[src/rtl/adc_avg_bank.sv]
// adc_avg_bank: thirteen-channel ADC sample averager feeding a UART packet stage.
//
// Accumulates 2^AVG_LOG2 samples per channel from a time-multiplexed sample
// stream, then publishes the completed averages on thirteen registered
// outputs. Publishing is suppressed while `hold` (packet stage `send`) is high,
// so a transmitted frame never mixes old and new values.
//
// Ports:
//   clk, rst        rising-edge clock, asynchronous active-high reset
//   sample_valid    sample strobe (one sample per cycle)
//   sample_ch[3:0]  channel index, 0..12 legal, 13..15 flagged via err_ch
//   sample_data     14-bit unsigned ADC sample
//   hold            freeze request; no publishing while high
//   clr_flags       synchronous clear of overrun/err_ch (set wins)
//   avg_01..avg_13  published averages for channels 0..12
//   upd             one-cycle pulse on the edge the averages update
//   overrun         sticky: an unpublished average was overwritten
//   err_ch          sticky: a sample with an illegal channel was received
//
// Build option: define AVG_ROUND_EN for round-half-up averages; otherwise the
// result is truncated.

module adc_avg_bank #(
  parameter int unsigned AVG_LOG2 = 4
) (
  input  logic        clk,
  input  logic        rst,
  input  logic        sample_valid,
  input  logic [3:0]  sample_ch,
  input  logic [13:0] sample_data,
  input  logic        hold,
  input  logic        clr_flags,
  output logic [13:0] avg_01,
  output logic [13:0] avg_02,
  output logic [13:0] avg_03,
  output logic [13:0] avg_04,
  output logic [13:0] avg_05,
  output logic [13:0] avg_06,
  output logic [13:0] avg_07,
  output logic [13:0] avg_08,
  output logic [13:0] avg_09,
  output logic [13:0] avg_10,
  output logic [13:0] avg_11,
  output logic [13:0] avg_12,
  output logic [13:0] avg_13,
  output logic        upd,
  output logic        overrun,
  output logic        err_ch
);

  localparam int unsigned NCH = 13;
  localparam int unsigned AW  = 14 + AVG_LOG2;
  // One spare bit so the rounding constant can never wrap the sum.
  localparam int unsigned SW  = 15 + AVG_LOG2;
  localparam logic [AVG_LOG2-1:0] CMAX = '1;
`ifdef AVG_ROUND_EN
  localparam logic [SW-1:0] RND = SW'(1) << (AVG_LOG2 - 1);
`else
  localparam logic [SW-1:0] RND = '0;
`endif

  logic [AW-1:0]       acc [NCH];
  logic [AVG_LOG2-1:0] cnt [NCH];
  logic [13:0]         pnd [NCH];
  logic [13:0]         avg [NCH];
  logic [NCH-1:0]      pf;

  logic           legal;
  logic           illegal;
  logic [3:0]     sel;
  logic           last;
  logic [SW-1:0]  sum;
  logic [13:0]    result;
  logic           publish;
  logic           ov_set;
  logic [NCH-1:0] pf_next;

  // A single shared adder serves whichever channel is being sampled.
  always_comb begin
    legal   = sample_valid && (sample_ch <= 4'd12);
    illegal = sample_valid && (sample_ch > 4'd12);
    sel     = legal ? sample_ch : '0;
    last    = (cnt[sel] == CMAX);
    sum     = SW'(acc[sel]) + SW'(sample_data) + RND;
    result  = sum[AVG_LOG2 +: 14];
    publish = !hold && (|pf);
    // A pending channel publishes whenever publish is true, so a completion
    // only overwrites unpublished data when no publish happens on this edge.
    ov_set  = legal && last && pf[sel] && !publish;
    pf_next = publish ? '0 : pf;
    if (legal && last) pf_next[sel] = 1'b1;
  end

  always_ff @(posedge clk or posedge rst) begin
    if (rst) begin
      for (int unsigned i = 0; i < NCH; i++) begin
        acc[i] <= '0;
        cnt[i] <= '0;
        pnd[i] <= '0;
        avg[i] <= '0;
      end
      pf      <= '0;
      upd     <= 1'b0;
      overrun <= 1'b0;
      err_ch  <= 1'b0;
    end else begin
      upd <= publish;
      // Publish reads the pre-edge pnd, so a same-edge completion is not lost.
      for (int unsigned i = 0; i < NCH; i++) begin
        if (publish && pf[i]) avg[i] <= pnd[i];
      end
      pf <= pf_next;
      if (legal) begin
        if (last) begin
          pnd[sel] <= result;
          acc[sel] <= '0;
          cnt[sel] <= '0;
        end else begin
          acc[sel] <= acc[sel] + AW'(sample_data);
          cnt[sel] <= cnt[sel] + 1'b1;
        end
      end
      overrun <= ov_set  | (overrun & ~clr_flags);
      err_ch  <= illegal | (err_ch  & ~clr_flags);
    end
  end

  assign avg_01 = avg[0];
  assign avg_02 = avg[1];
  assign avg_03 = avg[2];
  assign avg_04 = avg[3];
  assign avg_05 = avg[4];
  assign avg_06 = avg[5];
  assign avg_07 = avg[6];
  assign avg_08 = avg[7];
  assign avg_09 = avg[8];
  assign avg_10 = avg[9];
  assign avg_11 = avg[10];
  assign avg_12 = avg[11];
  assign avg_13 = avg[12];

endmodule

[config.mk]
export PLATFORM = sky130hd
export DESIGN_NAME = adc_avg_bank
export DESIGN_NICKNAME = d
export VERILOG_FILES = /design/src/rtl/adc_avg_bank.sv
export SDC_FILE = /design/constraint.sdc
export NUM_CORES = 1
export LEC_CHECK = 0
export ABC_AREA = 1
export CAP_MARGIN = 10
export CORE_AREA = 5 5 217 219
export DETAILED_ROUTE_END_ITERATION = 7
export DIE_AREA = 0 0 222 224
export HOLD_SLACK_MARGIN = 0.06
export PLACE_DENSITY_LB_ADDON = 0.15
export SKIP_CTS_REPAIR_TIMING = 1
export SLEW_MARGIN = 15
export SYNTH_ARGS = -nofsm -noshare
export SYNTH_HDL_FRONTEND = slang
export SYNTH_SLANG_ARGS = --single-unit
[constraint.sdc]
create_clock -name clk -period 54.3 [get_ports clk]
set_input_delay 8.145 -clock clk [delete_from_list [all_inputs] [get_ports clk]]
set_output_delay 8.145 -clock clk [all_outputs]
set_load 0.03 [all_outputs]
# ---- Word level (Yosys, flattened, before mapping)
# Cells that the tools add are included.
dict set report word_totals {
  register_bits 666
  input_bits 23
  word_cells 126
}
dict set report op_classes {
  addsub 3
  order_cmp 6
  eq_ne 1
  n_mux 24
  n_bitwise 11
  reduce_logical 25
}
# cell count
set op_table {}
lappend op_table {{bitwise AND 234 bit} 1}
lappend op_table {{bitwise mux 234 bit} 1}
lappend op_table {{2-to-1 mux 234 bit} 1}
lappend op_table {{inverter 234 bit} 1}
lappend op_table {{bitwise mux 182 bit} 1}
lappend op_table {{binary-select mux 18 bit (select 4 bit)} 1}
lappend op_table {{demux 18 bit (select 4 bit)} 1}
lappend op_table {{demux 14 bit (select 4 bit)} 1}
lappend op_table {{2-to-1 mux 18 bit} 3}
lappend op_table {{bitwise AND 52 bit} 1}
lappend op_table {{bitwise mux 52 bit} 1}
lappend op_table {{2-to-1 mux 52 bit} 1}
lappend op_table {{inverter 52 bit} 1}
lappend op_table {{adder 18 x 14 -> 18 bit} 2}
lappend op_table {{2-to-1 mux 13 bit} 2}
lappend op_table {{logical AND 1 bit} 21}
lappend op_table {{binary-select mux 4 bit (select 4 bit)} 1}
lappend op_table {{demux 4 bit (select 4 bit)} 1}
lappend op_table {{2-to-1 mux 4 bit} 4}
lappend op_table {{2-to-1 mux 14 bit} 1}
lappend op_table {{bitwise OR 13 bit} 1}
lappend op_table {{OR reduction 13 bit} 1}
lappend op_table {{>= comparator 5 bit (second input constant)} 1}
lappend op_table {{less-than comparator 4 x 5 -> 1 bit (second input constant)} 1}
lappend op_table {{15 further kinds} 19}

# ---- Logic depth before layout (Yosys ltp)
dict set report depth {
  word_depth 12
  ltp_mapped 26
}

# ---- Least setup slack after synthesis
# No wires, ideal clock.
dict set report synth_timing {
  path_kind {input-to-reg}
  startpoint {in sample_valid}
  endpoint {reg acc[14] (netlist name)}
  t_arrival_ns 11.507
  required_ns 54.164
  setup_slack_ns 42.657
  path_stages 21
  path_buffers 5
  path_cell_list {buf_2 nand4_4 buf_2 buf_2 buf_1 o22ai_1 o21ai_0 nand2_1 nor4_1 ha_1 inv_1 fa_1 o31ai_1 nand3_1 nand3_1 a21oi_1 xor2_1 inv_1 nand2_1 buf_4 mux2i_1}
}
dict set report synth_between {
  elab_chain_cells 10
  word_cells_on_any_way 20
  cone_classes {add/sub (1); order compare (2); eq/ne (1); mux (11); bitwise (3); reduce/logical (2)}
}
# element line_no
set synth_lines {}
lappend synth_lines {{from (decl)} 28} ;# input logic sample_valid,
lappend synth_lines {{logical AND 1 bit *} 80} ;# legal = sample_valid && (sample_ch <= 4'd12);
lappend synth_lines {{parallel branches: the longest is 9 deep, another holds adder 18 x 14 -> 18 bit} n/a}
lappend synth_lines {{to (signal, indexed assignment)} 119} ;# acc[sel] <= acc[sel] + AW'(sample_data);
lappend synth_lines {{to (decl)} 62} ;# logic [AW-1:0] acc [NCH];
# Every way passes the cells marked *. The select of a mux whose other input is x is not followed.
# A chain may end at the register's enable or synchronous reset.

# ---- Final worst setup path
dict set report layout_timing {
  startpoint {in sample_valid}
  endpoint {reg acc[158] (netlist name)}
}
# The elaborated chain is that of the path after synthesis.

==> summary.md <==
| Metric | Value |
|---|---|
| Comb power frac | `25.9%` |
| Diodes inserted | `0` |
| Internal power | `1.02 mW` |
| Peak VDD IR | `0.0000308 V` |
| Grt ovf | `0` |
| Vias in the first global route | `21400` |
| Final setup skew | `0.0171 ns` |
| Vias/cell | `5.95` |
| Gr usage total | `31.5%` |
| Dpl hpwl | `49500 um` |
| Min cycle time layout | `13.26 ns` |
| WS Path Type | `in2reg` |
| Max reg flops | `234` |
| Slew Limit Fails | `0` |
| Reg with most FFs | `acc` |
| Initial DRC Count | `2583` |
| Syn nets | `2860` |
| Routability Congestion | `0.936` |
| Wire per inst | `21.7 um` |
| Die area | `49700 um^2` |
| Total core area | `44900 um^2` |
| # fillers | `3186` |
| Worst path buffer plus inverter count | `7` |
| Type of the most critical hold path | `reg2reg` |
| First-pass GRT wire length | `123000 um` |
| Largest net degree at the start of global routing | `156` |
| Initial Util | `62.0%` |
| Final setup viols | `0` |
| EDFF count, synth | `0` |
| Die height | `224 um` |
| Max Freq | `75.4 MHz` |
| RSZ-0062 raised after global routing | `false` |
| Nature of the critical path endpoint | `flop` |
| Maximum cell stage delay along the critical path | `0.70 ns` |
| Cell count after synthesis | `2821` |
| Total CTS buffers | `68` |
| Ys flop type | `dfrtp_1` |
| Layout cells sized above 1 | `12.4%` |
| Clock power frac | `31.5%` |
| Startpoint Class | `input port` |
| Switching share of power | `34.4%` |
| H-tree Lvls | `3` |
| Root buf cell | `clkbuf_16` |
| Family with the most delay on the worst path | `buffers and inverters` |
| Slowest cell on crit path | `clkdlybuf4s50_1` |
| Vias post-DR | `21500` |
| Violated checks | `DRC` |
| TritonRoute pass-1 iters | `8` |
| Pleak | `15.9 nW` |
| Commonest non-fill, non-tap cell in the layout | `dfrtp_1` |
| Status | `complete, but fails checks` |
| Nets@finish | `2996` |
| Synth Register Bits | `666` |
| Die Width | `222 um` |
| Switch Pwr | `535 uW` |
| Synthesized area | `27800 um^2` |
| Critical path's most frequent cell | `buf_4` |
| Max-Cap Viols | `0` |
| Routed wire length | `78300 um` |
| Port Buffer Count | `207` |
| CTS sink cnt | `666` |
| Count of different cell masters after synthesis | `60` |
| CTS tree | `built` |
| Worst Max-Slew Pin Slew | `1.13 ns` |
| Final hold violations | `0` |
| CP max FO | `48` |
| Max clock buf depth | `3` |
| DRC Markers | `9` |
| Most frequent cells in the layout | `666 x dfrtp_1, 651 x nand2_1, 311 x o21ai_0` |
| Seq/Total Area, Yosys | `59.8%` |
| Pwr dens | `47.9 nW/um^2` |
| Initial antenna violation count | `1` |
| Crit share post-route | `24.4%` |
| Worst skew pair latency | `0.59 ns` |
| Fin util | `72.3%` |
| Core Rows | `78` |
| IO Pins | `208` |
| Flop-to-flop setup slack | `50.36 ns` |
| Crit-path cells | `clkdlybuf4s50_1 -> nand4_2 -> buf_4 -> inv_2 -> nand2_1 -> buf_4 -> o22ai_1 -> nor4_1 -> ha_1 -> inv_1 -> fa_1 -> o31ai_1 -> nand3_1 -> nand3_1 -> a21oi_1 -> xor2_1 -> buf_4 -> inv_1 -> nand2_1 -> o21ai_0` |
| Worst path arrival time | `13.76 ns` |
| Sequential share of power | `42.6%` |
| Async set-reset flop share out of synthesis | `100%` |
| Critical path data required time | `54.80 ns` |
| Syn_area_per_cell | `9.87 um^2` |
| Regs by FF count | `acc: 234 flops, pnd: 182 flops, cnt: 52 flops` |
| Antenna viol nets, final | `0` |
| Worst-path clk slew | `0.06 ns` |
| Worst slew margin | `24.5%` |
| Area added between synthesis and finish | `16.5%` |
| Warning count from the yosys run | `0` |
| Setup TNS | `0 ns` |
==> area by class of cell <==
cell class / count / area [um^2] / share of cell area, %
Multi-Input combinational cell: 1803 / 9650 / 29.7
Inverter: 176 / 673 / 2.07
Clock inverter: 15 / 231 / 0.713
Sequential cell: 666 / 16700 / 51.4
Clock buffer: 108 / 2130 / 6.56
Timing Repair Buffer: 242 / 2340 / 7.22
Tap cell: 600 / 751 / 2.31
==> metrics by stage <==
| step | instance area, um^2 | power [mW] | instances | hold WS [ns] | setup slack, ns |
|---|---|---|---|---|---|
| CTS | 32400 | 1.55 | 3610 | 0.481 | 41.17 |
| finish | 32400 | 1.55 | 3610 | 0.479 | 41.04 |
| global route | 32400 | 1.63 | 3610 | 0.499 | 40.66 |
| detailed placement | 30100 | 1.06 | 3487 | 0.466 | 40.60 |
| floorplan | 27800 | 0.920 | 2821 | 0.445 | 27.49 |
| global placement | 30100 | 1.05 | 3487 | 0.460 | 40.73 |
==> power by group through the flow <==
stage | clock [mW] | combinational (mW) | sequential (mW)
after CTS | 0.492 | 0.399 | 0.661
after global placement | 0 | 0.381 | 0.664
after floorplan | 0 | 0.247 | 0.672
final | 0.489 | 0.403 | 0.663
after detailed placement | 0 | 0.395 | 0.668
after global routing | 0.514 | 0.442 | 0.673
==> kinds of logic after synthesis <==
kind of cell               after synthesis  share of synthesized area (%)
xor gates and xnor gates                12                          0.377
buffers and inverters                  352                           5.58
adders and majority gates               16                          0.746
DFF                                    666                           59.8
and+or+nand+nor                        941                           14.2
AOI/OAI and AO/OA                      680                           13.0
muxes                                  154                           6.19
==> per-layer routing <==
layer  vias to the layer above  part of all wire, %  global-route usage [%]
met4                         2                  5.4                    15.0
met2                      1002                   47                    50.9
met5                         -                0.010                       0
met1                     10600                   40                    42.3
li1                       9601                    -                       -
met3                       243                  7.4                    5.36
==> final timing paths <==
path	start	end	cells after the start
min in group asynchronous	rst	avg_07[2]	2
max in group asynchronous	rst	cnt[47]	5
worst min register to register	acc[84]	acc[84]	2
worst max register to register	acc[55]	acc[158]	15
worst max-delay path	sample_valid	acc[158]	20
worst min-delay path	acc[84]	acc[84]	2
==> worst register-to-register path: stages (launching register included) <==
cell and delay [ns]:
dfrtp_1 0.35, nor2_1 0.05, a2111oi_0 0.45, nor2_1 0.12, nor3_1 0.40, inv_1 0.12, fa_1 0.44, o31ai_1 0.39
nand3_1 0.12, nand3_1 0.18, a21oi_1 0.14, xor2_1 0.16, buf_4 0.21, inv_1 0.12, nand2_1 0.31, o21ai_0 0.29
==> synthesized netlist by cell type, types with 2 or more instances <==
cell / n / area [um^2]
dfrtp_1: 666 / 16700
nand2_1: 651 / 2440
o21ai_0: 311 / 1560
a21oi_1: 172 / 861
nor2_1: 164 / 616
inv_1: 161 / 604
mux2_2: 145 / 1630
clkbuf_1: 99 / 372
o21ai_1: 98 / 490
o22ai_1: 46 / 288
buf_2: 45 / 225
nand3_1: 26 / 130
buf_6: 19 / 214
nor3_1: 17 / 85.1
o21ai_2: 17 / 149
nand4_1: 16 / 100
ha_1: 15 / 188
o21a_1: 15 / 113
or2_2: 15 / 93.8
nor4_1: 14 / 87.6
inv_2: 11 / 41.3
nand2_2: 10 / 62.6
xor2_1: 10 / 87.6
mux2i_1: 9 / 90.1
buf_1: 6 / 22.5
nand2_4: 6 / 67.6
buf_4: 4 / 30.0
a21oi_2: 3 / 26.3
a22oi_1: 3 / 22.5
nand3_2: 3 / 30.0
nand3b_1: 3 / 22.5
nor2_4: 3 / 33.8
clkbuf_2: 2 / 10.0
clkinv_1: 2 / 7.51
inv_4: 2 / 12.5
nand4_2: 2 / 25.0
nand4_4: 2 / 42.5
nor2_8: 2 / 40.0
o2111ai_1: 2 / 17.5
o221ai_1: 2 / 17.5
or2_1: 2 / 12.5
xnor2_1: 2 / 17.5
Note: power is estimated with default switching activity, not from simulation.
